==> config.mk <==
export PLATFORM = sky130hd
export DESIGN_NAME = stim_resp_engine
export DESIGN_NICKNAME = d
export VERILOG_FILES = /design/src/rtl/sre_pkg.sv /design/src/rtl/sre_misr.sv /design/src/rtl/stim_resp_engine.sv
export SDC_FILE = /design/constraint.sdc
export NUM_CORES = 2
export LEC_CHECK = 0
export CORE_UTILIZATION = 38
export DETAILED_ROUTE_END_ITERATION = 6
export GPL_ROUTABILITY_DRIVEN = 1
export PLACE_DENSITY_LB_ADDON = 0.2
export SETUP_SLACK_MARGIN = 0.1
export SYNTH_ARGS = -nofsm -noshare
export SYNTH_HDL_FRONTEND = slang
export SYNTH_SLANG_ARGS = --single-unit
==> constraint.sdc <==
create_clock -name clk -period 13.9 [get_ports clk]
set_input_delay 2.78 -clock clk [delete_from_list [all_inputs] [get_ports clk]]
set_output_delay 2.78 -clock clk [all_outputs]
set_load 0.005 [all_outputs]
==> src/rtl/sre_pkg.sv <==
// rtl/sre_pkg.sv - shared types, MISR constants and response fold helper for stim_resp_engine
//
// Contents:
//   sre_state_t  - engine FSM state encoding
//   MISR_POLY    - MISR feedback polynomial (shift-left form)
//   MISR_SEED    - MISR value after reset and at every run start
//   FOLD_MAX_W   - widest response the fold helper accepts
//   fold()       - XOR of 32-bit chunks of a zero-padded response
package sre_pkg;

    typedef enum logic [2:0] {
        ST_IDLE    = 3'd0,
        ST_APPLY   = 3'd1,
        ST_SETTLE  = 3'd2,
        ST_CAPTURE = 3'd3,
        ST_DONE    = 3'd4
    } sre_state_t;

    localparam logic [31:0] MISR_POLY  = 32'h04C1_1DB7;
    localparam logic [31:0] MISR_SEED  = 32'hFFFF_FFFF;
    localparam int          FOLD_MAX_W = 1024;

    // Callers zero-extend their response to FOLD_MAX_W, which gives the
    // zero-padded most-significant chunk for free.
    function automatic logic [31:0] fold(input logic [FOLD_MAX_W-1:0] d);
        logic [31:0] f;
        f = '0;
        for (int i = 0; i < FOLD_MAX_W / 32; i++) begin
            f = f ^ d[i*32 +: 32];
        end
        return f;
    endfunction

endpackage

==> src/rtl/sre_misr.sv <==
// rtl/sre_misr.sv - 32-bit multiple-input signature register over captured responses
//
// Ports:
//   clk   in   clock, rising edge
//   rst   in   asynchronous active-high reset (loads MISR_SEED)
//   init  in   reload MISR_SEED (run start)
//   en    in   fold data into the signature this cycle
//   data  in   OUT_W response being captured
//   sig   out  current signature
import sre_pkg::*;

module sre_misr #(
    parameter int OUT_W = 123
) (
    input  logic             clk,
    input  logic             rst,
    input  logic             init,
    input  logic             en,
    input  logic [OUT_W-1:0] data,
    output logic [31:0]      sig
);

    always_ff @(posedge clk or posedge rst) begin
        if (rst) begin
            sig <= MISR_SEED;
        end else if (init) begin
            sig <= MISR_SEED;
        end else if (en) begin
            sig <= {sig[30:0], 1'b0}
                 ^ (sig[31] ? MISR_POLY : 32'h0)
                 ^ fold(FOLD_MAX_W'(data));
        end
    end

endmodule

==> src/rtl/stim_resp_engine.sv <==
// rtl/stim_resp_engine.sv - on-chip stimulus player and response capture engine
//
// Optional feature macro: MISR_EN (adds sre_misr signature compaction;
// without it signature is tied to zero).
//
// Ports:
//   clk, rst            clock (rising edge), asynchronous active-high reset
//   ld_valid/addr/data  stimulus memory write, accepted only while ld_ready
//   ld_ready            high while the FSM is idle
//   start, num_vec      begin a run of min(num_vec, DEPTH) vectors
//   abort               drop the run and return to idle, no done pulse
//   busy                run in progress (includes the done cycle)
//   done                one-cycle pulse at normal run end
//   dut_in              registered stimulus to the circuit under test
//   dut_out             circuit response
//   resp_valid/idx/data one-cycle pulse per captured response
//   signature           MISR value
import sre_pkg::*;

module stim_resp_engine #(
    parameter int IN_W   = 178,
    parameter int OUT_W  = 123,
    parameter int DEPTH  = 8,
    parameter int AW     = $clog2(DEPTH),
    parameter int SETTLE = 1
) (
    input  logic             clk,
    input  logic             rst,
    input  logic             ld_valid,
    input  logic [AW-1:0]    ld_addr,
    input  logic [IN_W-1:0]  ld_data,
    output logic             ld_ready,
    input  logic             start,
    input  logic [AW:0]      num_vec,
    input  logic             abort,
    output logic             busy,
    output logic             done,
    output logic [IN_W-1:0]  dut_in,
    input  logic [OUT_W-1:0] dut_out,
    output logic             resp_valid,
    output logic [AW-1:0]    resp_idx,
    output logic [OUT_W-1:0] resp_data,
    output logic [31:0]      signature
);

    localparam logic [AW:0] DEPTH_N      = (AW+1)'(DEPTH);
    localparam logic [7:0]  SETTLE_LAST  = 8'(SETTLE - 1);

    sre_state_t state, state_d;

    logic [IN_W-1:0] mem [DEPTH];
    logic [AW:0]     n_q;
    logic [AW-1:0]   idx;
    logic [7:0]      cnt;
    logic [AW:0]     n_clamp;
    logic            run_go;
    logic            last_vec;

    assign n_clamp  = (num_vec > DEPTH_N) ? DEPTH_N : num_vec;
    assign run_go   = (state == ST_IDLE) && start && !abort;
    assign last_vec = ({1'b0, idx} == (n_q - 1'b1));
    assign ld_ready = (state == ST_IDLE);
    // done is registered one cycle behind the DONE state, so busy is held
    // through it to fall only once the pulse is over.
    assign busy     = (state != ST_IDLE) || done;

    always_ff @(posedge clk) begin
        if (ld_valid && ld_ready && (32'(ld_addr) < DEPTH)) begin
            mem[ld_addr] <= ld_data;
        end
    end

    always_ff @(posedge clk or posedge rst) begin
        if (rst) begin
            state <= ST_IDLE;
        end else begin
            state <= state_d;
        end
    end

    // A zero-length run still goes through APPLY (which then leaves dut_in
    // alone), so an empty run reports done two cycles after start.
    always_comb begin
        state_d = state;
        if (abort && (state != ST_IDLE)) begin
            state_d = ST_IDLE;
        end else begin
            case (state)
                ST_IDLE: begin
                    if (run_go) state_d = ST_APPLY;
                end
                ST_APPLY: begin
                    if (n_q == '0)       state_d = ST_DONE;
                    else if (SETTLE > 0) state_d = ST_SETTLE;
                    else                 state_d = ST_CAPTURE;
                end
                ST_SETTLE: begin
                    if (cnt == SETTLE_LAST) state_d = ST_CAPTURE;
                end
                ST_CAPTURE: begin
                    state_d = last_vec ? ST_DONE : ST_APPLY;
                end
                ST_DONE: begin
                    state_d = ST_IDLE;
                end
                default: begin
                    state_d = ST_IDLE;
                end
            endcase
        end
    end

    always_ff @(posedge clk or posedge rst) begin
        if (rst) begin
            dut_in     <= '0;
            resp_valid <= 1'b0;
            resp_idx   <= '0;
            resp_data  <= '0;
            done       <= 1'b0;
            n_q        <= '0;
            idx        <= '0;
            cnt        <= '0;
        end else begin
            resp_valid <= 1'b0;
            done       <= (state == ST_DONE) && !abort;
            case (state)
                ST_IDLE: begin
                    if (run_go) begin
                        n_q <= n_clamp;
                        idx <= '0;
                    end
                end
                ST_APPLY: begin
                    if (!abort && (n_q != '0)) begin
                        dut_in <= mem[idx];
                        cnt    <= '0;
                    end
                end
                ST_SETTLE: begin
                    if (!abort) cnt <= cnt + 8'd1;
                end
                ST_CAPTURE: begin
                    // abort in this cycle discards the capture entirely
                    if (!abort) begin
                        resp_data  <= dut_out;
                        resp_idx   <= idx;
                        resp_valid <= 1'b1;
                        if (!last_vec) idx <= idx + 1'b1;
                    end
                end
                default: begin
                end
            endcase
        end
    end

`ifdef MISR_EN
    sre_misr #(
        .OUT_W (OUT_W)
    ) u_misr (
        .clk  (clk),
        .rst  (rst),
        .init (run_go),
        .en   ((state == ST_CAPTURE) && !abort),
        .data (dut_out),
        .sig  (signature)
    );
`else
    assign signature = 32'h0;
`endif

endmodule

==> results.txt <==
Remaining Overflow, GRT - 0
CP Launch Type - input pin
Die Y-Extent - 417 µm
post-synthesis sequential area ratio - 0.775
commonest non-fill, non-tap cell in the layout - edfxtp_1
most frequent cell on the critical path - buf_4
slew margin rel. - 0.239
# rows - 152
Clock Tree Buf Depth - 3
Comb pwr share - 0.160
Critical Path AT - 6.37 ns
initial core utilization - 0.382
Clock Skew - 0.0394 ns
area of the die - 174,000 µm²
number of nets in the layout - 4,337
Die X-Extent - 417 µm
Gates resized, CTS repair - 0
Inserted Clock Buffers - 182
Post-DP HPWL - 93,600 µm
Ys Warns - 0
area of the mapped netlist - 65,600 µm²
I/O pin count - 653
type of the worst min-delay path - reg2reg
max-capacitance violation count - 0
drt wl/cell - 24.6 µm
worst-path fanout max - 51
Pins Over Slew Limit - 0
Crit-path slowest cell - buf_4
Worst-Margin Slew - 1.14 ns
initial DRC count - 2,262
global-route wire length before repair - 234,000 µm
Post-synth EDFFs - 1,424
post-route ant nets - 0
largest net degree at the start of global routing - 123
RSZ-0062 raised after global routing - no
drt pass-1 iters - 5
Final Hold Vio Count - 0
Setup Crit Path Kind - in2reg
CTS clk-pin slew, worst paths - 0.06 ns
Clk Latency, worst-skew pair - 0.82 ns
register bit total from synthesis - 1,748
Setup crit end kind - register
register share of total power - 0.489
fmax - 168 MHz
Sw Share - 0.247
final period utilization - 0.428
pwr dens - 168 nW/µm²
core area - 172,000 µm²
status - finished clean
Tmin final - 5.95 ns
Clk pwr share - 0.352
number of global-route vias before repair - 34,100
CTS tree - done
CTS sink count - 1,748
Power Internal - 10.1 mW
initial antenna violation count - 33
Critical Path RT - 14.32 ns
Hold Slack - 0.472 ns
Area Overhead vs Synth - 22.1%
Total Wirelength - 160,000 µm
syn avg cell area - 19.7 µm²
gpl congestion - 0.824
commonest non-fill, non-tap cells in the layout - edfxtp_1 (1,424), clkdlybuf4s50_1 (620), nand2_1 (566)
DRC Markers - 0
fraction of layout cells with a size suffix above 1 - 0.164
peak supply drop - 0.122 mV
Pleak - 26.8 nW
crit-path max cell delay - 0.87 ns
synthesized instance count - 3,335
CP cell instances - clkdlybuf4s50_1, nand3b_1, nor2_4, buf_4, buf_4, buf_4
vias post-DR - 32,500
# setup viols final - 0
ys async rst share - 0.185
IO Port Bufs - 620
routed vias/inst - 5.00
total net switching power - 3.32 mW
clock root buffer - clkbuf_16
# H-tree levels - 4
Synth cell types - 49
Top FF cell, synth - edfxtp_1
Finished Core Util - 0.467
total setup buffers inserted after CTS - 0
TNS Setup - 0 ns
Hold Buf Count CTS - 0
gr usage total - 0.184
## cells in the mapped netlist, drive strengths merged, types with 3 or more instances
library cell / count / share of area
nor3: 4 / 0.00031
xor2: 3 / 0.00040
and4: 3 / 0.00048
inv: 11 / 0.00063
o31ai: 4 / 0.00046
nand3: 6 / 0.00046
or3: 3 / 0.00029
buf: 168 / 0.016
mux2i: 182 / 0.028
nor2b: 3 / 0.00029
nand2b: 10 / 0.00095
edfxtp: 1424 / 0.65
a21oi: 5 / 0.00038
nand2: 566 / 0.032
clkbuf: 35 / 0.0020
ha: 5 / 0.00095
o21ai: 185 / 0.014
mux4: 356 / 0.12
nor4b: 3 / 0.00050
nor2: 10 / 0.00061
dfrtp: 324 / 0.12
## registers in the layout, summed over array words and instances (netlist names)
name and flops:
resp_valid 1, done 1, state 3, resp_data 123, idx 3, n_q 4, resp_idx 3, mem 1424
dut_in 178, cnt 8
## layout make-up
type                       count  area (µm²)
antenna                       15        37.5
clock buffer                 276        5250
fill                       14600       91400
tap                         2310        2890
clock inverter                65         604
inverter                      11        51.3
sequential                  1748       50900
timing repair buffer         672        6700
multi-input combinational   1404       13700
## layer usage
layer | vias to the layer above | track usage | part of all wire
met1 | 17000 | 0.227 | 0.40
met3 | 250 | 0.0399 | 0.054
met2 | 845 | 0.319 | 0.52
li1 | 14400 | - | -
met4 | 18 | 0.0635 | 0.027
met5 | - | 0 | 0.00067
## power by group through the flow
stage / combinational [mW] / sequential (mW) / clock [mW]
global placement: 2.19 / 6.67 / 0
CTS: 2.21 / 6.58 / 4.85
finish: 2.15 / 6.57 / 4.72
detailed placement: 2.20 / 6.68 / 0
floorplan: 0.931 / 6.62 / 0
global route: 2.36 / 6.62 / 5.05
## per-stage QoR
stage | worst slack, ns | area [µm²] | cells | total power, mW
2_1_floorplan | 2.15 | 65700 | 3366 | 7.55
3_3_place_gp | 7.09 | 74200 | 6145 | 8.86
3_5_place_dp | 7.08 | 74200 | 6145 | 8.88
4_1_cts | 7.97 | 80100 | 6486 | 13.6
5_1_grt | 7.79 | 80100 | 6496 | 14.0
6_report | 7.95 | 80100 | 6501 | 13.4
## worst paths after layout
path	start	endpoint	slack (ns)	depth (start not counted)
worst min-delay path	resp_data[119]	resp_data[119]	0.47	2
worst max-delay path	ld_valid	mem[6][51]	7.95	6
max in group asynchronous	rst	dut_in[142]	9.63	4
min in group asynchronous	rst	n_q[3]	2.41	2
worst max register to register	state[1]	mem[6][51]	9.00	6
worst min register to register	resp_data[119]	resp_data[119]	0.47	2
## critical path, delay by kind of cell
family | cells | cell delay [ns]
buffers and inverters | 4 | 2.78
and+or+nand+nor | 2 | 0.58
## cells by family after synthesis
group | share of synthesized area
flops | 0.775
xor+xnor | 0.000668
other cells | 0.0000572
mux | 0.150
simple gates | 0.0376
buf+inv | 0.0189
fa+ha+maj | 0.000954
compound gates | 0.0163
No activity file was read; power rests on OpenSTA's default activity.
